`src/rtl/mem_port_arbiter.sv`:
```
// mem_port_arbiter: shares one single-port memory between instruction fetch
// and the load/store stage. One command per cycle, in-flight reads tracked by
// a {valid, owner} tag pipeline so each response goes back to its requester.
// Fetch has a starvation guard and a flush that drops stale fetch responses.
module mem_port_arbiter #(
  parameter int ADDR_W       = 32,
  parameter int DATA_W       = 32,
  parameter int RD_LATENCY   = 1,   // 1..4
  parameter int STARVE_LIMIT = 4    // 1..15
) (
  input  logic                i_clk,
  input  logic                i_rst,
  // fetch port
  input  logic                i_if_req,
  input  logic [ADDR_W-1:0]   i_if_addr,
  input  logic                i_if_flush,
  output logic                o_if_gnt,
  output logic                o_if_rvalid,
  output logic [DATA_W-1:0]   o_if_rdata,
  // data port
  input  logic                i_d_req,
  input  logic                i_d_we,
  input  logic [DATA_W/8-1:0] i_d_be,
  input  logic [ADDR_W-1:0]   i_d_addr,
  input  logic [DATA_W-1:0]   i_d_wdata,
  output logic                o_d_gnt,
  output logic                o_d_rvalid,
  output logic [DATA_W-1:0]   o_d_rdata,
  // memory port
  output logic                o_mem_en,
  output logic                o_mem_we,
  output logic [DATA_W/8-1:0] o_mem_be,
  output logic [ADDR_W-1:0]   o_mem_addr,
  output logic [DATA_W-1:0]   o_mem_wdata,
  input  logic [DATA_W-1:0]   i_mem_rdata
);

  localparam int CNT_W = 4;

  typedef enum logic {
    OWNER_IF = 1'b0,
    OWNER_D  = 1'b1
  } owner_e;

  typedef struct packed {
    logic   valid;
    owner_e owner;
  } tag_t;

  // A redirect kills any fetch-owned tag; data-owned tags pass untouched.
  function automatic tag_t flush_filter(tag_t t, logic flush);
    tag_t r;
    r = t;
    if (flush && (t.owner == OWNER_IF)) r.valid = 1'b0;
    return r;
  endfunction

  logic             if_act;
  logic             starve_hit;
  logic             if_gnt;
  logic             d_gnt;
  logic [CNT_W-1:0] starve_cnt;
  logic [CNT_W-1:0] starve_nxt;
  tag_t             tag_in;
  tag_t             tag_last;
  tag_t             tag_pipe [RD_LATENCY];

  // Arbitration: data has priority unless fetch has lost STARVE_LIMIT times
  // in a row; a flush withholds the fetch grant for that cycle.
  // NOTE: combinational blocks use blocking '=' so later lines see the values
  // computed above them; clocked blocks use '<=' so all registers update
  // together from pre-edge values.
  always_comb begin
    if_act     = i_if_req & ~i_if_flush;
    starve_hit = (starve_cnt == CNT_W'(STARVE_LIMIT));
    if_gnt     = if_act & (~i_d_req | starve_hit);
    d_gnt      = i_d_req & ~if_gnt;
  end

  // Starvation counter next value: clear when fetch wins or stops asking,
  // count (saturating) each conflict that data wins.
  // NOTE: every combinational output gets a default on entry so no path
  // leaves it unassigned, which would otherwise infer a latch.
  always_comb begin
    starve_nxt = starve_cnt;
    if (!i_if_req || if_gnt) begin
      starve_nxt = '0;
    end else if (i_d_req && d_gnt && !starve_hit) begin
      starve_nxt = starve_cnt + CNT_W'(1);
    end
  end

  // Starvation counter register.
  always_ff @(posedge i_clk or posedge i_rst) begin
    if (i_rst) begin
      starve_cnt <= '0;
    end else begin
      starve_cnt <= starve_nxt;
    end
  end

  // Tag for the command issued this cycle; stores produce no response.
  always_comb begin
    tag_in = '0;
    if (if_gnt) begin
      tag_in.valid = 1'b1;
      tag_in.owner = OWNER_IF;
    end else if (d_gnt && !i_d_we) begin
      tag_in.valid = 1'b1;
      tag_in.owner = OWNER_D;
    end
  end

  // Tag pipeline: shifts every cycle, matching the memory read latency.
  // NOTE: this small tag array is reset because its valid bits drive rvalid
  // directly; a large data memory would normally be left unreset.
  always_ff @(posedge i_clk or posedge i_rst) begin
    if (i_rst) begin
      for (int k = 0; k < RD_LATENCY; k++) begin
        tag_pipe[k] <= '0;
      end
    end else begin
      tag_pipe[0] <= flush_filter(tag_in, i_if_flush);
      for (int k = 1; k < RD_LATENCY; k++) begin
        tag_pipe[k] <= flush_filter(tag_pipe[k-1], i_if_flush);
      end
    end
  end

  assign tag_last = tag_pipe[RD_LATENCY-1];

  // Grant and response outputs, all held low while reset is asserted.
  always_comb begin
    o_if_gnt    = if_gnt & ~i_rst;
    o_d_gnt     = d_gnt & ~i_rst;
    o_if_rvalid = ~i_rst & ~i_if_flush & tag_last.valid &
                  (tag_last.owner == OWNER_IF);
    o_d_rvalid  = ~i_rst & tag_last.valid & (tag_last.owner == OWNER_D);
    o_if_rdata  = i_mem_rdata;
    o_d_rdata   = i_mem_rdata;
  end

  // Memory command mux: the granted requester drives the port, idle is zero.
  always_comb begin
    o_mem_en    = 1'b0;
    o_mem_we    = 1'b0;
    o_mem_be    = '0;
    o_mem_addr  = '0;
    o_mem_wdata = '0;
    if (!i_rst) begin
      if (if_gnt) begin
        o_mem_en   = 1'b1;
        o_mem_be   = '1;
        o_mem_addr = i_if_addr;
      end else if (d_gnt) begin
        o_mem_en    = 1'b1;
        o_mem_we    = i_d_we;
        o_mem_be    = i_d_be;
        o_mem_addr  = i_d_addr;
        o_mem_wdata = i_d_wdata;
      end
    end
  end

endmodule

```
`config.mk`:
```
export PLATFORM = sky130hd
export DESIGN_NAME = mem_port_arbiter
export DESIGN_NICKNAME = d
export VERILOG_FILES = /design/src/rtl/mem_port_arbiter.sv
export SDC_FILE = /design/constraint.sdc
export NUM_CORES = 1
export LEC_CHECK = 0
export ABC_CLOCK_PERIOD_IN_PS = 3600
export BUFFER_PORTS_ARGS = -buffer_cell sky130_fd_sc_hd__buf_2
export CAP_MARGIN = 20
export CORE_AREA = 2 2 108 110
export CTS_BUF_LIST = sky130_fd_sc_hd__clkbuf_4 sky130_fd_sc_hd__clkbuf_8 sky130_fd_sc_hd__clkbuf_16
export DETAILED_ROUTE_END_ITERATION = 10
export DIE_AREA = 0 0 110 112
export GPL_TIMING_DRIVEN = 0
export SLEW_MARGIN = 20
export SYNTH_ARGS = -nofsm -noshare
export SYNTH_HDL_FRONTEND = slang
export SYNTH_SLANG_ARGS = --single-unit
```
`constraint.sdc`:
```
create_clock -name i_clk -period 3.6 [get_ports i_clk]
set_clock_uncertainty 0.05 [all_clocks]
set_input_delay 0.54 -clock i_clk [delete_from_list [all_inputs] [get_ports i_clk]]
set_output_delay 0.54 -clock i_clk [all_outputs]
set_load 0.02 [all_outputs]
```
# Word level (Yosys, flattened, before mapping)
# Index checks and enable logic that the tools add are counted.
classes:
  n_div: 0
  n_eq_ne: 1
  n_reduce_logical: 9
  n_addsub: 1
  multipliers: 0
  magnitude_cmp: 0
  mux: 20
  n_shift: 0
  n_bitwise: 17
op_table:
  columns: ["operator", "count"]
  rows:
  - ["$mux W32", 6]
  - ["$mux W4", 5]
  - ["$and A1 B1 Y1", 10]
  - ["$mux W1", 7]
  - ["$not A1 Y1", 6]
  - ["$add A4 B1 Y4 const B", 1]
  - ["$eq A4 B3 Y1 const B", 1]
  - ["$logic_and A1 B1 Y1", 4]
  - ["$mux W2", 2]
  - ["$logic_not A1 Y1", 3]
  - ["$reduce_bool A2 Y1", 1]
  - ["$logic_or A1 B1 Y1", 1]
  - ["$or A1 B1 Y1", 1]
totals:
  latchBits: 0
  out_inout_bits: 138
  n_memories: 0
  input_bits: 138
  rom_bits: 0
  ram_bits: 0
  ff_bits: 6

# Longest topological paths before layout
depth:
  ltp_word: 11
  ltp_mapped: 7
  ltp_nobuf: 5

# Worst setup path before layout
# OpenSTA, ideal clock, no wires.
synth_path:
  path_kind: "register to output"
  start: "register starve_cnt[0]"
  end: "output port o_mem_wdata[22]"
  path_stages_with_launch: 8
  arrival_ns: 1.689
  n_path_buf: 2
  setup_slack_ns: 1.321
  path_cell_list: "dfrtp_1 inv_1 ha_1 and3b_1 buf_2 a211oi_4 buf_6 and2_1"
synth_between:
  elab_chain_cells: 8
synth_rtl:
  columns: ["item", "line", "rtl"]
  rows:
  - ["start: declaration", "62", "logic [CNT_W-1:0] starve_cnt;"]
  - ["start signal: assignment", "98", "starve_cnt <= starve_nxt;"]
  - ["$eq A4 B3 Y1 *", "75", "starve_hit = (starve_cnt == CNT_W'(STARVE_LIMIT));"]
  - ["$or A1 B1 Y1 *", "76", "if_gnt = if_act & (~i_d_req | starve_hit);"]
  - ["$and A1 B1 Y1 *", "76", null]
  - ["$not A1 Y1", "77", "d_gnt = i_d_req & ~if_gnt;"]
  - ["$and A1 B1 Y1", "77", null]
  - ["$mux W32", "155", "end else if (d_gnt) begin"]
  - ["$mux W32 *", "151", "if (if_gnt) begin"]
  - ["$mux W32 *", "150", "if (!i_rst) begin"]
  - ["end: declaration", "34", "output logic [DATA_W-1:0] o_mem_wdata,"]
# Every way passes the cells marked *; elsewhere a longest branch is shown, timed or not.

# Worst setup path after layout
layout_path:
  start: "register starve_cnt[0]"
  end: "output port o_mem_wdata[24]"
# Same word-level chain as after synthesis.

==> flow_summary.toml <==
[global_route]
antenna_found_initial = 0
grt.total_usage_pct = 14.1
grt_max_degree = 11
overflow = 0
grt_pass1_vias = 2655
grt_pass1_wl_um = 13300

[logic_synthesis]
synth_area_leader_cell = "o211ai_1"
synth.area.top_cells = "o211ai_1 (25%), buf_4 (25%), and2_1 (11%), a21oi_1 (10%), dfrtp_1 (7.7%)"
ys_types = 28
synth_simple_gate_area_share_pct = 17.4
synthMostInstantiatedCell = "o211ai_1"
ys_warn_count = 0
synth_xor_area_share_pct = 0
synth_compound_area_share_pct = 38.9
yosys_register_bits = 6
synth.top_cell.area_share_pct = 25.2
synth_nets = 417
yosys.area_share.adder_pct = 1.29
synth_top_family_by_area = "compound AO/OA/AOI/OAI gates"
muxShareOfSynthArea_pct = 0
syn_area_um2 = 1940
avgSynthCellArea_um2 = 7.00
yosys-top-cells-count = "o211ai_1 (65), buf_4 (64), a21oi_1 (39), and2_1 (33), clkbuf_1 (16)"
async_flop_share_pct = 100
ys_seq_area_share_pct = 7.75
synth-edff-count = 0
netlist_instances = 277
synth_flop_cell = "dfrtp_1"

[place]
io_buffers = 240
globalplace.congestion = 0.797
post-dp-hpwl_um = 8260

[pwr]
pwr-share-seq_pct = 11.2
power.share.clock_pct = 27.4
peakVddDrop_mv = 0.0905
p_comb_share_pct = 61.4
p_int_w = 0.000388
power.density_nw_per_um2 = 192
swShare_pct = 40.4
p_switching_w = 0.000263
p_leak_nw = 1.85

[cts]
cts_setup_buffers = 0
cts_hold_buffers = 0
h-tree-depth = 1
cts_sinks = 6
ctsResizeCount = 0
cts.path.max_buffers = 2
cts_buffers = 3
ctsRootBufferMaster = "clkbuf_16"
clk_latency_ps = 230
cts_tree = "yes"
cts.clk_slew.worst_paths_ps = 30

[detailed_routing]
wl_per_cell_um = 15.1
route.detailed.drc = 0
drt_first_pass_iters = 4
dr.first_iter.drc_count = 235
viasPerCell = 4.46
ant_nets = 0
finalWirelength_um = 10000
vias = 2958

[final_layout]
syn2layout_area_growth_pct = 75.1
diodes = 0
drive_above_1_share_pct = 62.9
fin_nets = 662

[floorplan]
ios = 276
die_height_um = 112
die_x_um = 110
start_util_pct = 17.3
rows = 39
dieArea_um2 = 12300
core_um2 = 11200

[sta]
max_slew_margin_pct = 57.9
finalCritPeriodShare_pct = 81.3
period_minus_slack_ps = 2930
setup_viol = 0
holdWs_ps = 448
slew_viol_final = 0
max_freq_mhz = 342
tightest_slew_ps = 625
rsz0062_at_grt = "no"
hold_viol = 0
finalSetupTns_ps = 0

[worst_hold_path]
min_from = "i_d_we"
hp-class = "input pin to register"
hold_end = "tag_last[0]"
whs_path_depth = 2

[setup_path]
cp_slowest_cell = "a211oi_4"
r2r_end = "tag_last[1]"
r2r_setup_slack_ps = 1610
cp.arrival_ps = 2340
cp_cell_sequence = "inv_1 > ha_1 > and3b_1 > buf_2 > a211oi_4 > buf_6 > and2_1 > buf_2"
crit_family = "buffers and inverters"
crit_required_ps = 3010
reg2reg_depth = 6
end_kind = "output pin"
cp-start-kind = "register"
path_class = "register to output pin"
worst-path-max-fanout = 10
critical_path.max_stage_delay_ps = 530
rr_startpoint = "starve_cnt[0]"
crit_buf_inv = 4
crit_path_frequent_cell = "buf_2"

[outcome]
outcome = "finished clean"

[run]
cap_violations = 0
-- power groups by stage --
stage	combinational [W]	sequential, W	clock [W]
after detailed placement	0.000401	0.0000736	0
after CTS	0.000403	0.0000728	0.000179
after floorplan	0.000245	0.0000731	0
after global routing	0.000428	0.0000733	0.000185
after global placement	0.000398	0.0000735	0
final	0.000399	0.0000729	0.000178
-- per-layer routing --
layer / share of wire (%) / track usage, %
met3: 9.1 / 1.41
met5: 0 / 0
met2: 52 / 27.8
met4: 0.49 / 2.11
met1: 38 / 16.2
-- how the worst max path moves through the flow --
stage | cells after the start | slack (ps) | to | startpoint
final | 8 | 670 | o_mem_wdata[24] | starve_cnt[0]
after global routing | 8 | 530 | o_mem_wdata[8] | starve_cnt[0]
after CTS | 8 | 630 | o_mem_wdata[26] | starve_cnt[0]
after detailed placement | 8 | 870 | o_mem_wdata[26] | starve_cnt[0]
after global placement | 8 | 910 | o_mem_wdata[26] | starve_cnt[0]
after floorplan | 7 | 1320 | o_mem_wdata[22] | starve_cnt[0]
-- flip-flops by register name, summed over array words and instances, names as in the netlist --
| register | count |
|---|---|
| starve_cnt | 4 |
| tag_last | 2 |
-- cell type report --
| class | instances | area (µm²) |
|---|---|---|
| clock buffer | 3 | 75.1 |
| buffer | 97 | 657 |
| tap | 143 | 179 |
| inverter | 4 | 15.0 |
| fill | 1254 | 7780 |
| sequential | 6 | 150 |
| multi-input combinational | 170 | 1120 |
| timing repair buffer | 240 | 1200 |
-- cells in the final DEF, fill, tap and decap left out, drive strengths merged --
master and instances:
a211oi 2, a21boi 1, a21o 1, a21oi 39, a31o 1, and2 33
and3 1, and3b 1, buf 321, clkbuf 19, dfrtp 6, ha 2
inv 4, nand2 5, nand2b 2, nand3 3, nand3b 1, nand4 2
nor2 2, nor2b 3, nor4b 1, o211ai 65, o21ai 4, or3 1
-- per-stage QoR --
stage               cells  worst slack [ps]  utilization [%]  power [W]  cell area [µm²]
global placement      660               909             29.7   0.000472             3320
finish                663               674             30.4   0.000650             3390
global route          663               535             30.4   0.000686             3390
detailed placement    660               869             29.7   0.000474             3320
floorplan             277              1320                -   0.000318             1940
CTS                   663               625             30.4   0.000655             3390
-- logic make-up after synthesis --
kind of cell | Yosys count
AO/OA/AOI/OAI | 113
buffers and inverters | 101
AND/OR/NAND/NOR | 55
flip-flops | 6
adder cells (fa/ha/maj) | 2
No activity file was read; power rests on OpenSTA's default activity.
